## config.mk

```make
export PLATFORM = sky130hd
export DESIGN_NAME = vend_ctrl_multi
export DESIGN_NICKNAME = d
export VERILOG_FILES = /design/src/rtl/vend_pkg.sv /design/src/rtl/vend_change_out.sv /design/src/rtl/vend_ctrl_multi.sv
export SDC_FILE = /design/constraint.sdc
export NUM_CORES = 1
export LEC_CHECK = 0
export CAP_MARGIN = 20
export CORE_MARGIN = 10
export CORE_UTILIZATION = 35
export CTS_CLUSTER_DIAMETER = 50
export DETAILED_ROUTE_END_ITERATION = 8
export PLACE_DENSITY = 0.62
export SETUP_SLACK_MARGIN = 0.05
export SKIP_CTS_REPAIR_TIMING = 1
export SLEW_MARGIN = 20
export SYNTH_ARGS = -nofsm -noshare
export SYNTH_HDL_FRONTEND = slang
export SYNTH_HIERARCHICAL = 1
export SYNTH_SLANG_ARGS = --single-unit
```

## constraint.sdc

```tcl
create_clock -name clk -period 3.3 [get_ports clk]
set_clock_uncertainty 0.2 [all_clocks]
set_input_delay 0.825 -clock clk [delete_from_list [all_inputs] [get_ports clk]]
set_output_delay 0.825 -clock clk [all_outputs]
set_load 0.02 [all_outputs]
```

## src/rtl/vend_pkg.sv

```systemverilog
`default_nettype none
// ============================================================================
// Module      : vend_pkg
// Description : Shared types and price-table helper for the vending controller.
// Revision    : 1.0 - initial release
// ============================================================================
package vend_pkg;

    typedef enum logic [1:0] {
        ST_IDLE     = 2'd0,
        ST_CREDIT   = 2'd1,
        ST_DISPENSE = 2'd2,
        ST_CHANGE   = 2'd3
    } vend_state_t;

    localparam int unsigned c_price_w_max     = 32;
    localparam int unsigned c_price_tbl_max_w = 1024;

    // Product 0 occupies the least-significant byte.
    localparam logic [31:0] c_default_price_table = {8'd5, 8'd20, 8'd15, 8'd10};

    // Extracts the w-bit field number idx from a packed price table.
    function automatic logic [c_price_w_max-1:0] price_lookup(
        input logic [c_price_tbl_max_w-1:0] tbl,
        input int unsigned                  idx,
        input int unsigned                  w
    );
        logic [c_price_tbl_max_w-1:0] shifted;
        logic [c_price_w_max-1:0]     mask;
        shifted = tbl >> (idx * w);
        mask    = '1;
        mask    = mask >> (c_price_w_max - w);
        return shifted[c_price_w_max-1:0] & mask;
    endfunction

endpackage
`default_nettype wire

```

## src/rtl/vend_change_out.sv

```systemverilog
`default_nettype none
// ============================================================================
// Module      : vend_change_out
// Description : Holds the value still owed and hands it out in CHANGE_UNIT
//               chunks over a valid/ready handshake.
// Revision    : 1.0 - initial release
// ============================================================================
module vend_change_out #(
    parameter int CREDIT_W    = 8,
    parameter int CHANGE_UNIT = 5
) (
    input  logic                clk,
    input  logic                rst,
    input  logic                load,
    input  logic [CREDIT_W-1:0] load_val,
    input  logic                change_ready,
    output logic                change_valid,
    output logic [CREDIT_W-1:0] change_amt,
    output logic                last
);

    localparam logic [CREDIT_W-1:0] c_unit = CREDIT_W'(CHANGE_UNIT);

    logic [CREDIT_W-1:0] r_remaining;
    logic [CREDIT_W-1:0] r_amt;
    logic                r_valid;
    logic                w_fire;
    logic [CREDIT_W-1:0] w_rem_nxt;

    assign w_fire    = r_valid && change_ready;
    assign w_rem_nxt = load ? load_val : (r_remaining - r_amt);
    assign last      = w_fire && (r_remaining == r_amt);

    always_ff @(posedge clk) begin
        if (rst) begin
            r_remaining <= '0;
            r_amt       <= '0;
            r_valid     <= 1'b0;
        end else if (load || w_fire) begin
            r_remaining <= w_rem_nxt;
            r_amt       <= (w_rem_nxt < c_unit) ? w_rem_nxt : c_unit;
            r_valid     <= (w_rem_nxt != '0);
        end
    end

    assign change_valid = r_valid;
    assign change_amt   = r_amt;

endmodule
`default_nettype wire

```

## src/rtl/vend_ctrl_multi.sv

```systemverilog
`default_nettype none
// ============================================================================
// Module      : vend_ctrl_multi
// Description : Multi-product coin vending controller: credit accumulation,
//               priced selection, one-hot dispense pulse, chunked change.
//               Optional idle auto-refund enabled by macro VEND_TIMEOUT_EN.
// Revision    : 1.0 - initial release
// ============================================================================
module vend_ctrl_multi
    import vend_pkg::*;
#(
    parameter int                            CREDIT_W    = 8,
    parameter int                            COIN_W      = 4,
    parameter int                            NUM_PROD    = 4,
    parameter logic [NUM_PROD*CREDIT_W-1:0]  PRICE_TABLE = c_default_price_table,
    parameter int                            CHANGE_UNIT = 5,
    parameter int                            TIMEOUT_CYC = 1000,
    localparam int                           SEL_W       = (NUM_PROD > 1) ? $clog2(NUM_PROD) : 1
) (
    input  logic                clk,
    input  logic                rst,
    input  logic                coin_valid,
    input  logic [COIN_W-1:0]   coin,
    input  logic                sel_valid,
    input  logic [SEL_W-1:0]    sel_id,
    input  logic                cancel,
    input  logic                change_ready,
    output logic [CREDIT_W-1:0] credit,
    output logic                coin_reject,
    output logic                sel_nack,
    output logic [NUM_PROD-1:0] dispencer,
    output logic                change_valid,
    output logic [CREDIT_W-1:0] change_amt,
    output logic                LED_Green,
    output logic                LED_Yellow
);

    localparam logic [c_price_tbl_max_w-1:0] c_price_tbl = c_price_tbl_max_w'(PRICE_TABLE);
    localparam int                           c_sum_w     = ((CREDIT_W > COIN_W) ? CREDIT_W : COIN_W) + 1;
    localparam logic [c_sum_w-1:0]           c_credit_max = c_sum_w'({CREDIT_W{1'b1}});

    vend_state_t         r_state;
    vend_state_t         w_state_nxt;
    logic [CREDIT_W-1:0] r_credit;
    logic [CREDIT_W-1:0] w_credit_nxt;
    logic                r_coin_reject;
    logic                w_coin_reject_nxt;
    logic                r_sel_nack;
    logic                w_sel_nack_nxt;
    logic [NUM_PROD-1:0] r_dispense;
    logic [NUM_PROD-1:0] w_dispense_nxt;
    logic                r_led_green;
    logic                r_led_yellow;

    logic                w_ready_state;
    logic                w_coin_nz;
    logic [c_sum_w-1:0]  w_sum;
    logic                w_sum_ok;
    logic [CREDIT_W-1:0] w_price;
    logic                w_sel_ok;
    logic                w_cancel_acc;
    logic                w_sel_acc;
    logic                w_coin_acc;
    logic                w_timeout;
    logic                w_chg_load;
    logic                w_chg_fire;
    logic                w_chg_last;
    logic                w_chg_valid;
    logic [CREDIT_W-1:0] w_chg_amt;
    logic                w_green_nxt;

    assign w_ready_state = (r_state == ST_IDLE) || (r_state == ST_CREDIT);
    assign w_coin_nz     = (coin != '0);
    assign w_sum         = c_sum_w'(r_credit) + c_sum_w'(coin);
    assign w_sum_ok      = (w_sum <= c_credit_max);
    assign w_price       = CREDIT_W'(price_lookup(c_price_tbl, 32'(sel_id), CREDIT_W));
    assign w_sel_ok      = (32'(sel_id) < 32'(NUM_PROD)) && (r_credit >= w_price);

    // Priority cancel > select > coin; a losing coin or select is refused.
    assign w_cancel_acc  = (r_state == ST_CREDIT) && (cancel || w_timeout);
    assign w_sel_acc     = w_ready_state && sel_valid && w_sel_ok && !w_cancel_acc;
    assign w_coin_acc    = w_ready_state && coin_valid && w_coin_nz && w_sum_ok
                           && !w_cancel_acc && !w_sel_acc;
    assign w_chg_fire    = w_chg_valid && change_ready;

`ifdef VEND_TIMEOUT_EN
    localparam int c_to_w = $clog2(TIMEOUT_CYC + 1);

    logic [c_to_w-1:0] r_idle_cnt;
    logic              w_idle;

    assign w_idle    = (r_state == ST_CREDIT) && !coin_valid && !sel_valid && !cancel;
    assign w_timeout = w_idle && (r_idle_cnt == c_to_w'(TIMEOUT_CYC - 1));

    always_ff @(posedge clk) begin
        if (rst || !w_idle || w_timeout) begin
            r_idle_cnt <= '0;
        end else begin
            r_idle_cnt <= r_idle_cnt + c_to_w'(1);
        end
    end
`else
    assign w_timeout = 1'b0;
`endif

    always_comb begin
        w_state_nxt       = r_state;
        w_credit_nxt      = r_credit;
        w_chg_load        = 1'b0;
        w_dispense_nxt    = '0;
        w_coin_reject_nxt = coin_valid && w_coin_nz && !w_coin_acc;
        w_sel_nack_nxt    = sel_valid && !w_sel_acc;
        case (r_state)
            ST_IDLE, ST_CREDIT: begin
                if (w_cancel_acc) begin
                    w_state_nxt = ST_CHANGE;
                    w_chg_load  = 1'b1;
                end else if (w_sel_acc) begin
                    w_state_nxt    = ST_DISPENSE;
                    w_credit_nxt   = r_credit - w_price;
                    w_dispense_nxt = NUM_PROD'(1) << sel_id;
                end else if (w_coin_acc) begin
                    w_state_nxt  = ST_CREDIT;
                    w_credit_nxt = w_sum[CREDIT_W-1:0];
                end
            end
            ST_DISPENSE: begin
                if (r_credit != '0) begin
                    w_state_nxt = ST_CHANGE;
                    w_chg_load  = 1'b1;
                end else begin
                    w_state_nxt = ST_IDLE;
                end
            end
            ST_CHANGE: begin
                if (w_chg_fire) begin
                    w_credit_nxt = r_credit - w_chg_amt;
                    if (w_chg_last) begin
                        w_state_nxt = ST_IDLE;
                    end
                end
            end
            default: begin
                w_state_nxt  = ST_IDLE;
                w_credit_nxt = '0;
            end
        endcase
    end

    assign w_green_nxt = (w_state_nxt == ST_IDLE) || (w_state_nxt == ST_CREDIT);

    always_ff @(posedge clk) begin
        if (rst) begin
            r_state       <= ST_IDLE;
            r_credit      <= '0;
            r_coin_reject <= 1'b0;
            r_sel_nack    <= 1'b0;
            r_dispense    <= '0;
            r_led_green   <= 1'b0;
            r_led_yellow  <= 1'b0;
        end else begin
            r_state       <= w_state_nxt;
            r_credit      <= w_credit_nxt;
            r_coin_reject <= w_coin_reject_nxt;
            r_sel_nack    <= w_sel_nack_nxt;
            r_dispense    <= w_dispense_nxt;
            r_led_green   <= w_green_nxt;
            r_led_yellow  <= !w_green_nxt;
        end
    end

    vend_change_out #(
        .CREDIT_W    (CREDIT_W),
        .CHANGE_UNIT (CHANGE_UNIT)
    ) u_change_out (
        .clk          (clk),
        .rst          (rst),
        .load         (w_chg_load),
        .load_val     (r_credit),
        .change_ready (change_ready),
        .change_valid (w_chg_valid),
        .change_amt   (w_chg_amt),
        .last         (w_chg_last)
    );

    assign credit       = r_credit;
    assign coin_reject  = r_coin_reject;
    assign sel_nack     = r_sel_nack;
    assign dispencer    = r_dispense;
    assign change_valid = w_chg_valid;
    assign change_amt   = w_chg_amt;
    assign LED_Green    = r_led_green;
    assign LED_Yellow   = r_led_yellow;

endmodule
`default_nettype wire

```

==> results.json <==
{
  "crit_fanout": 5,
  "grt_first_pass_wirelength_um": 13400,
  "synth_edf_count": 0,
  "cts_tree": "yes",
  "core-area_mm2": 0.00769,
  "synth-warning-count": 6,
  "relSlewSlack_pct": 57.1,
  "numPortBuffers": 36,
  "cp-end-kind": "register",
  "ant_nets": 0,
  "dp_hpwl_um": 6520,
  "vias": 2893,
  "finalNonFillerCells": 520,
  "grt_pass1_vias": 2776,
  "path_class": "in -> reg",
  "yosys_register_bits": 35,
  "final_area_mm2": 0.00372,
  "seq_power_share_pct": 16.7,
  "max_freq_mhz": 316,
  "hp-start": "u_change_out/r_remaining[2]",
  "max-cap-violations": 0,
  "yosysUniqueCellTypes": 66,
  "pre_cts_ws_ps": -319,
  "timing.final.crit_share_pct": 95.8,
  "grt.overflow.total": 0,
  "syn_avg_cell_area_um2": 8.13,
  "r2r_start": "credit[0]",
  "cts_sinks": 35,
  "pwr-share-comb_pct": 74.7,
  "die_y_um": 109,
  "syn_nets": 377,
  "p_switching_mw": 1.78,
  "synth_cells": 337,
  "numCtsBuffers": 5,
  "most-common-layout-cells": "buf_4, nor2_1, dfxtp_1, clkdlybuf4s50_1",
  "nNetsFinal": 458,
  "synth.area.top_cells": "dfxtp_1, ha_1, nor2_1, inv_1, nand2_1",
  "crit_required_ps": 3280,
  "start_kind": "input port",
  "num_antenna_cells": 0,
  "p_int_mw": 1.96,
  "viasPerCell": 5.56,
  "placed_area_mm2": 0.00356,
  "clk_pin_slew_ps": 70,
  "cellPowerDensity_mw_per_mm2": 1000,
  "rows": 32,
  "die-area_mm2": 0.0118,
  "antenna_found_initial": 0,
  "synthFlopType": "dfxtp_1",
  "clk_latency_ps": 290,
  "h-tree-depth": 2,
  "yosysSeqAreaShare_pct": 25.6,
  "multi_input_area_mm2": 0.00197,
  "status": "complete, no violations",
  "cp-endpoint": "credit[7]",
  "drive_above_1_share_pct": 19.4,
  "first_pass_iters": 5,
  "clk_root_buffer_cell": "clkbuf_8",
  "gp_congestion": 0.924,
  "r2r_cells": 9,
  "hold_path.class": "reg -> reg",
  "synth_top_area_cell": "dfxtp_1",
  "hold_viol": 0,
  "setup_violations": 0,
  "rsz0062_at_grt": "true",
  "postSynth.asyncResetShare_pct": 0,
  "fillers": 764,
  "crit_start": "sel_id[1]",
  "drt-wirelength-per-cell_um": 16.3,
  "tightestPinTransition_ps": 643,
  "worstPathArrival_ps": 3140,
  "irDropWorstVdd_mv": 0.655,
  "whs_ps": 264,
  "die_x_um": 109,
  "drtIter0Drc": 146,
  "reg2reg_to": "u_change_out/change_valid",
  "setup_ws_ps": 137,
  "grt_max_degree": 26,
  "r2r_slack_ps": 310,
  "mostFrequentLayoutCell": "buf_4",
  "drc": 0,
  "swShare_pct": 47.5,
  "synth_top_area_share_pct": 25.6,
  "drt-total-wl_um": 8470,
  "synth_area_mm2": 0.00274,
  "start_util_pct": 35.7,
  "p_clk_share_pct": 8.6,
  "io_pins": 37,
  "syn_to_final_growth_pct": 35.9,
  "cts_buffer_depth": 2,
  "gr-usage-all-layers_pct": 14.0,
  "register_area_um2": 701,
  "power_leakage_nw": 1.50,
  "fin_crit_ps": 3160,
  "finalMaxSlewViolations": 0,
  "placedCellCount": 513
}
## kinds of logic (layout without fill, tap and decap cells)
| logic type | after synthesis | count (layout) | synth area share, % |
|---|---|---|---|
| AND/OR/NAND/NOR | 129 | 129 | 23.9 |
| multiplexers | 4 | 4 | 1.55 |
| flip-flops | 35 | 35 | 25.6 |
| adder cells (fa/ha/maj) | 28 | 28 | 13.9 |
| AO/OA/AOI/OAI | 94 | 94 | 26.5 |
| buffers and inverters | 36 | 117 | 5.11 |
| XOR/XNOR | 11 | 11 | 3.51 |
## worst max-delay path, stage by stage
cell	delay (ps)
clkdlybuf4s50_1	420
buf_4	170
ha_1	320
nand4_1	100
o22a_2	260
o21a_2	260
buf_4	160
o41a_1	350
a21oi_1	170
o32ai_1	100
## power groups by stage
stage / clock (mW) / sequential, mW / combinational (mW)
5_1_grt: 0.346 / 0.641 / 3.04
3_5_place_dp: 0 / 0.635 / 2.64
3_3_place_gp: 0 / 0.632 / 2.61
4_1_cts: 0.329 / 0.625 / 2.67
6_report: 0.321 / 0.627 / 2.80
2_1_floorplan: 0 / 0.732 / 1.63
## synth_stat cells, drive strengths merged (4+ instances only)
master	instances
nor2	36
dfxtp	35
inv	25
nand2	25
ha	24
nor3	18
a21oi	17
a211oi	12
o21ai	12
nand2b	9
clkbuf	7
xnor2	7
a31oi	6
nand3	6
and3	5
nor4	5
o211ai	5
o21a	5
or3	5
a21o	4
a311oi	4
buf	4
fa	4
nand4	4
nor2b	4
or4	4
xor2	4
## per-layer routing
metal	vias up	wire (um)	global-route usage, %
met4	0	99	3.48
met3	10	487	2.68
met5	-	0	0
met2	93	4080	24.1
met1	1376	3800	17.5
li1	1414	-	-
## how the worst min path moves through the flow
stage	to	depth (start not counted)	slack, ps
after CTS	u_change_out/r_remaining[2]	2	270
after detailed placement	u_change_out/r_remaining[2]	2	260
after global placement	u_change_out/r_remaining[2]	2	250
final	u_change_out/r_remaining[2]	2	260
after global routing	u_change_out/r_remaining[2]	2	290
after floorplan	u_change_out/r_remaining[2]	2	240
## state kept, by name, indices dropped and copies added (netlist names)
name / flops
LED_Yellow: 1
sel_nack: 1
u_change_out/change_amt: 8
coin_reject: 1
LED_Green: 1
dispencer: 4
u_change_out/r_remaining: 8
r_state: 2
credit: 8
u_change_out/change_valid: 1
## stage by stage
stage | TNS, ps | total power [mW] | util (%)
after floorplan | 0 | 2.36 | -
after global placement | -1810 | 3.24 | 46.4
after detailed placement | -2400 | 3.28 | 46.4
after CTS | -30.6 | 3.62 | 47.5
after global routing | 0 | 4.03 | 48.5
final | 0 | 3.74 | 48.5
## layout make-up
type                    count  area share, %
multi-input cells         266           52.8
repair buffers             85           20.1
flip-flops and latches     35           18.8
well taps                 102           3.43
inverters                  25           2.52
clock buffers               6           2.22
clock inverters             1          0.134
Power figures use the tool's default switching activity.
